### config.mk
export PLATFORM = sky130hd
export DESIGN_NAME = fetch_controller_flat
export DESIGN_NICKNAME = d
export VERILOG_FILES = /design/src/rtl/fetch_controller_if.sv /design/src/rtl/fetch_controller.sv /design/src/flat_wrapper.sv
export SDC_FILE = /design/constraint.sdc
export NUM_CORES = 1
export LEC_CHECK = 0
export CAP_MARGIN = 15
export CORE_UTILIZATION = 39
export CTS_BUF_LIST = sky130_fd_sc_hd__clkbuf_8
export DETAILED_ROUTE_END_ITERATION = 8
export PLACE_DENSITY = 0.63
export RECOVER_POWER = 25
export SLEW_MARGIN = 20
export SYNTH_ARGS = -nofsm -noshare
export SYNTH_HDL_FRONTEND = slang
export SYNTH_SLANG_ARGS = --single-unit
export TNS_END_PERCENT = 30
### constraint.sdc
create_clock -name clk -period 4.75 [get_ports clk]
set_input_delay 0.7125 -clock clk [delete_from_list [all_inputs] [get_ports clk]]
set_output_delay 0.7125 -clock clk [all_outputs]
set_load 0.01 [all_outputs]
### src/rtl/fetch_controller_if.sv
// Fetch-side bus of the fetch controller: the instruction memory port, the control inputs
// and the presented instruction stream.
interface fetch_controller_if;
    logic [31:0] pc;
    logic [31:0] code_mem_rd;
    logic        halt;
    logic        br_valid;
    logic [31:0] br_target;
    logic        out_ready;
    logic [31:0] instr;
    logic [31:0] instr_pc;
    logic        instr_valid;
    logic        pc_fault;

    modport master (
        output pc,
        input  code_mem_rd,
        input  halt,
        input  br_valid,
        input  br_target,
        input  out_ready,
        output instr,
        output instr_pc,
        output instr_valid,
        output pc_fault
    );

    modport slave (
        input  pc,
        output code_mem_rd,
        output halt,
        output br_valid,
        output br_target,
        input  out_ready,
        input  instr,
        input  instr_pc,
        input  instr_valid,
        input  pc_fault
    );
endinterface

### src/rtl/fetch_controller.sv
// Instruction fetch controller for a synchronous code memory, with a one-entry skid buffer
// that absorbs downstream stalls. Redirect and halt handling are included.
module fetch_controller #(
    parameter int unsigned CODE_WORDS = 512,
    parameter logic [31:0] RESET_PC   = 32'h0000_0000
) (
    input  logic              clk,
    input  logic              resetn,
    fetch_controller_if.master bus
);

    localparam logic [31:0] CODE_BYTES = 32'(CODE_WORDS) * 32'd4;

    typedef enum logic [1:0] {
        ST_RUN  = 2'd0,
        ST_HOLD = 2'd1,
        ST_HALT = 2'd2
    } state_e;

    state_e      state_r;
    logic [31:0] pc_r;
    logic [31:0] req_pc_r;
    logic        req_valid_r;
    logic        skid_full_r;
    logic [31:0] skid_instr_r;
    logic [31:0] skid_pc_r;
    logic        pc_fault_r;
    logic        instr_valid_s;
    logic        blocked_s;

    // Next sequential fetch address; anything past the end of code memory wraps to 0.
    function automatic logic [31:0] inc_pc(input logic [31:0] p);
        logic [31:0] n;
        n = p + 32'd4;
        if (n >= CODE_BYTES) begin
            inc_pc = 32'd0;
        end else begin
            inc_pc = n;
        end
    endfunction

    // Present the skid entry while it is full, otherwise the read data returning this cycle.
    always_comb begin
        if (skid_full_r) begin
            bus.instr     = skid_instr_r;
            bus.instr_pc  = skid_pc_r;
            instr_valid_s = 1'b1;
        end else begin
            bus.instr     = bus.code_mem_rd;
            bus.instr_pc  = req_pc_r;
            instr_valid_s = req_valid_r;
        end
    end

    assign bus.instr_valid = instr_valid_s;
    assign blocked_s       = instr_valid_s & ~bus.out_ready;
    assign bus.pc          = pc_r;
    assign bus.pc_fault    = pc_fault_r;

    // Fetch state machine: pc sequencing, skid capture/release, redirect and halt.
    always_ff @(posedge clk or negedge resetn) begin
        if (!resetn) begin
            state_r      <= ST_RUN;
            pc_r         <= RESET_PC;
            req_pc_r     <= RESET_PC;
            req_valid_r  <= 1'b0;
            skid_full_r  <= 1'b0;
            skid_instr_r <= 32'd0;
            skid_pc_r    <= 32'd0;
            pc_fault_r   <= 1'b0;
        end else begin
            req_pc_r <= pc_r;
            if (bus.br_valid) begin
                if (bus.br_target >= CODE_BYTES) begin
                    pc_r       <= 32'd0;
                    pc_fault_r <= 1'b1;
                end else begin
                    pc_r <= {bus.br_target[31:2], 2'b00};
                end
                req_valid_r <= 1'b0;
                skid_full_r <= 1'b0;
                state_r     <= bus.halt ? ST_HALT : ST_RUN;
            end else begin
                case (state_r)
                    ST_RUN: begin
                        if (blocked_s) begin
                            // pc is held, so next cycle's read refetches the successor.
                            skid_instr_r <= bus.code_mem_rd;
                            skid_pc_r    <= req_pc_r;
                            skid_full_r  <= 1'b1;
                            req_valid_r  <= ~bus.halt;
                            state_r      <= ST_HOLD;
                        end else if (bus.halt) begin
                            req_valid_r <= 1'b0;
                            state_r     <= ST_HALT;
                        end else begin
                            pc_r        <= inc_pc(pc_r);
                            req_valid_r <= 1'b1;
                        end
                    end
                    ST_HOLD: begin
                        if (!bus.out_ready) begin
                            if (bus.halt) begin
                                req_valid_r <= 1'b0;
                            end else begin
                                req_valid_r <= req_valid_r;
                            end
                        end else if (bus.halt) begin
                            skid_full_r <= 1'b0;
                            req_valid_r <= 1'b0;
                            state_r     <= ST_HALT;
                        end else begin
                            // req_pc equals pc here, so the released read is always valid.
                            skid_full_r <= 1'b0;
                            pc_r        <= inc_pc(pc_r);
                            req_valid_r <= 1'b1;
                            state_r     <= ST_RUN;
                        end
                    end
                    ST_HALT: begin
                        if (bus.halt) begin
                            req_valid_r <= 1'b0;
                        end else begin
                            pc_r        <= inc_pc(pc_r);
                            req_valid_r <= 1'b1;
                            state_r     <= ST_RUN;
                        end
                    end
                    default: begin
                        req_valid_r <= 1'b0;
                        skid_full_r <= 1'b0;
                        state_r     <= ST_RUN;
                    end
                endcase
            end
        end
    end

endmodule

### src/flat_wrapper.sv
// flat-port wrapper written by rule: the top's interface ports become plain ports
module fetch_controller_flat 
#(
    parameter int unsigned CODE_WORDS = 512,
    parameter logic [31:0] RESET_PC   = 32'h0000_0000
)
  (clk, resetn, bus_pc, bus_code_mem_rd, bus_halt, bus_br_valid, bus_br_target, bus_out_ready, bus_instr, bus_instr_pc, bus_instr_valid, bus_pc_fault);
  fetch_controller_if bus_i ();
  input  logic clk;
  input  logic resetn;
  output wire logic [$bits(bus_i.pc)-1:0] bus_pc;
  input wire logic [$bits(bus_i.code_mem_rd)-1:0] bus_code_mem_rd;
  input wire logic [$bits(bus_i.halt)-1:0] bus_halt;
  input wire logic [$bits(bus_i.br_valid)-1:0] bus_br_valid;
  input wire logic [$bits(bus_i.br_target)-1:0] bus_br_target;
  input wire logic [$bits(bus_i.out_ready)-1:0] bus_out_ready;
  output wire logic [$bits(bus_i.instr)-1:0] bus_instr;
  output wire logic [$bits(bus_i.instr_pc)-1:0] bus_instr_pc;
  output wire logic [$bits(bus_i.instr_valid)-1:0] bus_instr_valid;
  output wire logic [$bits(bus_i.pc_fault)-1:0] bus_pc_fault;
  assign bus_pc = bus_i.pc;
  assign bus_i.code_mem_rd = bus_code_mem_rd;
  assign bus_i.halt = bus_halt;
  assign bus_i.br_valid = bus_br_valid;
  assign bus_i.br_target = bus_br_target;
  assign bus_i.out_ready = bus_out_ready;
  assign bus_instr = bus_i.instr;
  assign bus_instr_pc = bus_i.instr_pc;
  assign bus_instr_valid = bus_i.instr_valid;
  assign bus_pc_fault = bus_i.pc_fault;
  fetch_controller #(.CODE_WORDS(CODE_WORDS), .RESET_PC(RESET_PC)) u_core (.clk(clk), .resetn(resetn), .bus(bus_i));
endmodule
=== After elaboration in Yosys (flattened, before gate mapping) ===
Cells that the tools add are included.

* Flip-flop bits (word level): 133
* Input bits: 69
* Word-level logic and storage cells: 58

* Add/subtract/negate cells: 1
* Magnitude comparators: 2
* Equal/unequal tests: 9
* Multiplexer cells: 27
* Bitwise operators: 4
* Reduce and logical (&&, ||, !) cells: 7

{| class="wikitable"
|+ Operators with widths
! kind !! number
|-
| 2-to-1 mux 32 bit || 8
|-
| one-hot mux 32 bit (3 select lines) || 1
|-
| >= comparator 32 x 12 -> 1 bit (second input constant) || 2
|-
| adder 32 x 3 -> 32 bit (second input constant) || 1
|-
| 2-to-1 mux 2 bit || 6
|-
| AND reduction 3 bit || 4
|-
| 2-to-1 mux 1 bit || 9
|-
| inequality test 3 bit (second input constant) || 3
|-
| one-hot mux 1 bit (3 select lines) || 2
|-
| one-hot mux 2 bit (3 select lines) || 1
|-
| inequality test 4 x 3 -> 1 bit (second input constant) || 1
|-
| inequality test 4 bit (second input constant) || 1
|-
| nonzero test 4 bit || 1
|-
| inequality test 3 x 2 -> 1 bit (second input constant) || 1
|-
| NOT 1 bit || 3
|-
| == test 2 x 1 -> 1 bit (second input constant) || 1
|-
| == test 2 bit (second input constant) || 1
|-
| logical NOT 2 bit || 1
|-
| inequality test 2 bit (second input constant) || 1
|-
| AND reduction 2 bit || 1
|-
| AND 1 bit || 1
|}

=== Longest topological paths before layout ===
* Depth in word-level cells: 7
* Depth in mapped cells: 8
* Mapped depth without buffers: 8

=== Least setup slack after synthesis ===
OpenSTA, ideal clock, no wires.

* Kind: register to register
* Start point: register u_core.pc_r[9], in the netlist u_core.bus.pc[9]
* End point: register u_core.pc_r[5], in the netlist u_core.bus.pc[5]
* Library setup time: 96 ps
* Arrival time: 2407 ps
* Setup slack: 2248 ps
* Stages on the path, launching flop included: 9
* Clock period less this slack: 2502 ps
* Cell sequence: dfrtp_1 nand3_4 or4_4 buf_6 nor4_4 o2111ai_2 a211oi_2 nand3_2 o31ai_1

* Longest elaborated chain between the ends: 7

{| class="wikitable"
|+ RTL lines
! item !! RTL line !! RTL
|-
| from (decl) || fetch_controller.sv:21 || <nowiki>logic [31:0] pc_r;</nowiki>
|-
| from (signal assigned) || fetch_controller.sv:78 || <nowiki>pc_r <= {bus.br_target[31:2], 2'b00};</nowiki>
|-
| from (signal assigned) || fetch_controller.sv:97 || <nowiki>pc_r <= inc_pc(pc_r);</nowiki>
|-
| from (signal assigned) || fetch_controller.sv:115 || <nowiki>pc_r <= inc_pc(pc_r);</nowiki>
|-
| adder 32 x 3 -> 32 bit * || fetch_controller.sv:34 || <nowiki>n = p + 32'd4;</nowiki>
|-
| >= comparator 32 x 12 -> 1 bit * || fetch_controller.sv:35 || <nowiki>if (n >= CODE_BYTES) begin</nowiki>
|-
| 2-to-1 mux 32 bit * || fetch_controller.sv:35 ||
|-
| 2-to-1 mux 32 bit * || fetch_controller.sv:108 || <nowiki>end else if (bus.halt) begin</nowiki>
|-
| 2-to-1 mux 32 bit (on tied branches) || fetch_controller.sv:102, fetch_controller.sv:86 ||
|-
| one-hot mux 32 bit (3 select lines) * || fetch_controller.sv:84 || <nowiki>case (state_r)</nowiki>
|-
| 2-to-1 mux 32 bit * || fetch_controller.sv:73 || <nowiki>if (bus.br_valid) begin</nowiki>
|}

Mark *: on every way between the ends. The rest lies on a longest branch, timed or not. The select of a mux whose other input is x is not followed.
A chain may end at the register's enable or synchronous reset.

=== Worst setup path in the final report ===
* Start point: register u_core.skid_full_r
* End point: output bus_instr_pc[10]

* Longest elaborated chain between the ends: 1

{| class="wikitable"
|+ RTL lines
! item !! RTL line !! RTL
|-
| from (decl) || fetch_controller.sv:24 || <nowiki>logic skid_full_r;</nowiki>
|-
| from (signal assigned) || fetch_controller.sv:67 || <nowiki>skid_full_r <= 1'b0;</nowiki>
|-
| from (signal assigned) || fetch_controller.sv:81 || <nowiki>skid_full_r <= 1'b0;</nowiki>
|-
| from (signal assigned) || fetch_controller.sv:90 || <nowiki>skid_full_r <= 1'b1;</nowiki>
|-
| 2-to-1 mux 32 bit || fetch_controller.sv:44 || <nowiki>if (skid_full_r) begin</nowiki>
|-
| to (decl) || flat_wrapper.sv:18 || <nowiki>output wire logic [$bits(bus_i.instr_pc)-1:0] bus_instr_pc;</nowiki>
|}

Every way passes these cells.

==> out/qor.yml <==
maxCapViolations: 1
core_mm2: 0.0147
ir_worst_vdd_v: 0.000162
hold_viol_final: 0
clock_path_buffers: 2
crit_path_top_delay_cell: "dfrtp_2"
setup_viol: 0
crit_type: "flip-flop to output pin"
critPathMaxFanout: 48
grt_max_degree: 99
port_buffers: 160
grt_usage: 0.193
cts_tree: "done"
fin_crit_sh: 0.707
seq_area_frac_synth: 0.535
overflow: 0
rsz0062_at_grt: "no"
max_slew_margin: -0.599
whs_ns: 0.464
fp.dieH_um: 125
ys_warn_count: 0
first_iter_violations: 326
syn_inst: 474
drt-pass1-iter-count: 9
synth_edf_count: 0
post_cts_buffers: 0
num_vias: 4517
synth_area_leader_cell: "dfrtp_1"
gp_congestion: 0.881
post-route-min-period_ns: 3.36
synth_top_cell_area_share: 0.535
cts.repair.resized: 0
ctsHoldBuffers: 0
numCtsBuffers: 17
nFillCells: 1250
worst_setup_path_end_kind: "output pin"
synth-main-ff-cell: "dfrtp_1"
fmax_mhz: 298
cellPowerDensity_mw_per_mm2: 307
clock_sinks: 127
cts_root_buf: "clkbuf_8"
worst_pin_slew_ns: 2.40
slowest_delay_ns: 0.65
grt_pass1_wl_um: 23500
cts_max_level: 4
violations: "design-rule violations, max-capacitance violations, max-slew violations"
io_pins: 167
multiInputGateArea_mm2: 0.00261
p_leak_nw: 3.45
routed_via_density: 5.45
worstHoldPathType: "flip-flop to flip-flop"
drv_slew: 99
ys_async_sr_fraction: 1.00
synth_cell_types: 48
antenna_left: 0
tns_ns: 0
crit_chain: "buf_4 -> mux2_2 -> clkdlybuf4s50_1"
cp_data_arrival_time_ns: 2.65
finClkSkew_ns: 0.00549
fin_util: 0.550
worstPathRequired_ns: 4.04
avgSynthCellArea_um2: 12.5
syn_to_final_growth_pct: 36.1
outcome: "finished, violations left"
drt_wl_total_um: 14500
drcViolationCount: 9
num_rows: 44
power_mw: 2.48
clk_latency_ns: 0.43
synth.most_common_cell: "dfrtp_1"
ff_latch_area_mm2: 0.00318
ys_seq_elements: 127
start_kind: "flip-flop"
placed_cell_area_mm2: 0.00769
nNetsFinal: 703
syn_area_mm2: 0.00594
start_util: 0.404
num_antenna_cells: 0
synth.top_cells.by_count: "127 x dfrtp_1, 124 x mux2_2, 21 x clkbuf_1"
path_clk_slew_ns: 0.07
drive_gt1_frac: 0.264
dpl.hpwl_um: 10200
final_area_mm2: 0.00808
die-area_mm2: 0.0157
avgRoutedWirePerCell_um: 17.5
synthTopCellsByArea: "dfrtp_1 54%, mux2_2 24%, and2_1 1.9%, clkbuf_1 1.3%, o31ai_1 1.3%"
grt_pass1_vias: 4506
antenna_found_initial: 0
die_x_um: 125
-- metal layers --
layer / track usage / vias to the layer above / routed length [µm] / share of wire
li1: - / 2073 / - / -
met1: 0.245 / 2232 / 6220 / 0.43
met2: 0.320 / 196 / 7210 / 0.50
met3: 0.0445 / 16 / 861 / 0.059
met4: 0.0775 / 0 / 231 / 0.016
met5: 0 / - / 0 / 0
-- logic make-up after synthesis --
family                     Yosys count  share of synthesized area
DFF                                127                      0.535
muxes                              125                      0.237
and+or+nand+nor                    117                      0.114
AOI/OAI and AO/OA                   62                     0.0797
buffers and inverters               39                     0.0287
xor gates and xnor gates             2                    0.00295
adders and majority gates            1                    0.00211
other                                1                   0.000632
-- worst paths after layout --
path / from / endpoint / slack (ns) / depth (start not counted)
worst max-delay path: u_core.skid_full_r / bus_instr_pc[10] / 1.39 / 3
worst max register to register: u_core.bus.pc[2] / u_core.bus.pc[5] / 1.72 / 7
worst min-delay path: u_core.bus.pc_fault / u_core.bus.pc_fault / 0.46 / 1
min in group asynchronous: resetn / u_core.req_pc_r[20] / 0.98 / 1
worst min register to register: u_core.bus.pc_fault / u_core.bus.pc_fault / 0.46 / 1
max in group asynchronous: resetn / u_core.skid_full_r / 2.17 / 1
-- final cells by class --
type,count,area share
Sequential cell,127,0.393
Multi-Input combinational cell,311,0.323
Timing Repair Buffer,164,0.201
Clock buffer,19,0.0324
Tap cell,184,0.0285
Clock inverter,12,0.0161
Inverter,12,0.00557
-- power breakdown --
| part | internal (mW) | leakage [nW] | switching, mW |
|---|---|---|---|
| Combinational | 0.196 | 1.53 | 0.120 |
| Sequential | 1.18 | 1.70 | 0.0535 |
| Clock | 0.530 | 0.219 | 0.403 |
-- state kept, by name, summed over array words and instances (netlist names) --
name	count
u_core.bus.pc	30
u_core.bus.pc_fault	1
u_core.req_pc_r	30
u_core.req_valid_r	1
u_core.skid_full_r	1
u_core.skid_instr_r	32
u_core.skid_pc_r	30
u_core.state_r	2
-- worst max-delay path, delay by kind of cell (launching register included) --
family	cells	cell delay, ns
multiplexers	1	0.40
flip-flops	1	0.65
buffers and inverters	2	1.14
-- through the flow --
| step | instances | setup WS, ns |
|---|---|---|
| 3_3_place_gp | 798 | 1.66 |
| 2_1_floorplan | 477 | 2.25 |
| 3_5_place_dp | 798 | 1.65 |
| 4_1_cts | 829 | 1.33 |
| 6_report | 829 | 1.39 |
| 5_1_grt | 829 | 1.24 |
-- cell usage in the layout, fill, tap and decap left out, types with 5 or more instances in the layout --
cell,Yosys,final
nor3_1,14,14
inv_1,12,18
nand3_1,10,10
nand2_1,16,16
and3_1,6,5
clkdlybuf4s50_1,0,159
clkbuf_8,0,19
a31oi_1,9,9
dfrtp_1,127,126
a2111oi_0,7,7
nand4_1,6,6
mux2_2,124,124
a21oi_1,7,7
and2_1,18,18
nor4_1,10,9
nor2_1,18,18
a22o_1,7,7
o31ai_1,10,10
Power figures use the tool's default switching activity.
==> RTL edit: new RTL, same settings <==
Reset style: synchronous (`resetn`), changed in one clocked block.
--- a/src/rtl/fetch_controller.sv
+++ b/src/rtl/fetch_controller.sv
@@ -58,7 +58,7 @@
     assign bus.pc_fault    = pc_fault_r;
 
     // Fetch state machine: pc sequencing, skid capture/release, redirect and halt.
-    always_ff @(posedge clk or negedge resetn) begin
+    always_ff @(posedge clk) begin
         if (!resetn) begin
             state_r      <= ST_RUN;
             pc_r         <= RESET_PC;
Check against the original RTL: differs if resetn is asserted again (counterexample within 4 cycles, from zero or initial values and one cycle with resetn low); with resetn held inactive, the same outputs for 4 cycles.
==> RTL edit against the unedited design <==
  * The flow finishes with violations (max-capacitance violations, max-slew violations)
  * Area after synthesis shrank 3.2%
  * Hold slack lost 0.016 ns
  * First-iteration DRC count grew 20%
  * Cell area shrank 1.7%
  * Power shrank 2.7%
  * Sequential cell count is the same
  * Routed wire length grew 7.0%
  * Setup slack lost 0.29 ns
  * Largest cell class is now multi-input combinational cells
==> RTL edit: results (changes against the unedited design) <==
Outcome
  – Status: complete, but fails checks
  – Failing checks: max-capacitance violations, max-slew violations

Setup path
  – Crit Path Max Fanout: 53 (+10%)
  – Arrival time worst endpoint: 4.01 ns (+1.36 ns)

STA
  – Clock skew: 0.00666 ns (+0.00117 ns)
  – Slew margin rel.: -27.1% (+33 points)
  – Final Max Slew Viols: 54 (-45%)

Global routing
  – Pin count of the biggest net entering global routing: 54 (-45%)
  – Vias in the first global route: 4,933 (+9.5%)

Routing
  – Iter 0 DRT Violations: 392 (+20%)
  – Drt pass-1 iters: 5 (-4)
  – Post-Route WL: 15.5 mm (+7.0%)

Layout
  – Fillers: 1,311 (+4.9%)
  – Layout cells sized above 1: 14.7% (-12 points)

Power
  – Leakage: 2.80 nW (-19%)
  – Sw frac: 21.7% (-1.5 points)
  – Worst IR Drop VDD: 0.144 mV (-11%)

Yosys
  – Largest cells by area after synthesis: dfxtp_1 44%, mux2_2 12%, nand2_1 9.0%
  – Post-synth cell types: 56 (+17%)
  – Share of synthesized registers carrying an async set or reset: 0% (-100 points)
  – Post-synth top flop: dfxtp_1
  – Register area share after synthesis: 44.2% (-9.3 points)
  – Synth cell count leaders: 138 x nand2_1, 127 x dfxtp_1, 71 x a21oi_1, 62 x mux2_2, 39 x clkbuf_1

Place
  – DPL Wire Length: 10.6 mm (+4.2%)
  – Global placement routability congestion: 0.875 (-0.70%)

Flow run
  – Max-Cap Viols: 1 (unchanged)
==> RTL edit: cell types whose count changed in the layout (fill, tap and decap cells not counted), sizes merged, moves of 13 or more <==
cell   delta
dfrtp   -127
dfxtp   +127
a21oi    +64
mux2     -62
nand2   +122
and3     +13
==> RTL edit: power by group through the flow <==
stage | registers (mW) | logic [mW] | clock network [mW]
floorplan | 1.10 | 0.0818 | 0
global placement | 1.11 | 0.190 | 0
detailed placement | 1.11 | 0.193 | 0
CTS | 1.08 | 0.195 | 1.17
global route | 1.08 | 0.209 | 1.21
finish | 1.08 | 0.193 | 1.14
==> RTL edit: worst paths after layout <==
| check | cells past startpoint | startpoint | end | slack [ns] |
|---|---|---|---|---|
| max | 5 | resetn | u_core.bus.pc[27]$_SDFFE_PN0P_ | 1.10 |
| min | 2 | u_core.req_pc_r[9]$_SDFF_PN0_ | u_core.skid_pc_r[9]$_SDFFE_PN0P_ | 0.45 |
| max reg2reg | 7 | u_core.bus.pc[6]$_SDFFE_PN0P_ | u_core.bus.pc[9]$_SDFFE_PN0P_ | 1.58 |
| min reg2reg | 2 | u_core.req_pc_r[9]$_SDFF_PN0_ | u_core.skid_pc_r[9]$_SDFFE_PN0P_ | 0.45 |
==> RTL edit: worst max-delay path, stage by stage <==
cell	delay [ns]
dlygate4sd3_1	0.52
clkbuf_1	1.36
inv_2	0.63
buf_4	0.52
nor3_1	0.24
==> RTL edit: cells by family (layout without fill, tap and decap cells) <==
group	count (synthesis)	in the layout	share of synthesized area, %
flip-flops	127	127	44.2
XOR/XNOR	4	4	0.610
adder cells (fa/ha/maj)	5	5	1.09
multiplexers	62	62	12.1
AND/OR/NAND/NOR	280	280	24.3
AO/OA/AOI/OAI	120	120	13.5
other	1	4	0.0652
buffers and inverters	55	208	4.05
==> RTL edit: final cells by class <==
| type | instances | area, um^2 | area share (%) |
|---|---|---|---|
| repair buffers | 167 | 1650 | 20.8 |
| clock inverters | 13 | 234 | 2.95 |
| well taps | 184 | 230 | 2.90 |
| inverters | 9 | 33.8 | 0.425 |
| multi-input cells | 475 | 2990 | 37.6 |
| clock buffers | 19 | 262 | 3.29 |
| flip-flops and latches | 127 | 2540 | 32.0 |
==> RTL edit: routing by layer <==
layer  vias up  global-route usage [%]  share of wire [%]
li1       2593                       -                  -
met1      2421                    26.0                 46
met3        17                    3.97                5.4
met4         0                    8.73                1.4
met5         -                       0                  0
met2       163                    33.4                 48
==> RTL edit: metrics by stage <==
stage          std cells  cell area [um^2]  hold WS [ns]  setup WS [ns]  total power [mW]
6_report             994              7940         0.448           1.10              2.41
5_1_grt              994              7940         0.470          0.690              2.50
4_1_cts              994              7950         0.454           1.19              2.44
3_5_place_dp         962              7450         0.443           1.47              1.30
3_3_place_gp         962              7450         0.434           1.56              1.30
2_1_floorplan        657              5760         0.429           2.20              1.18
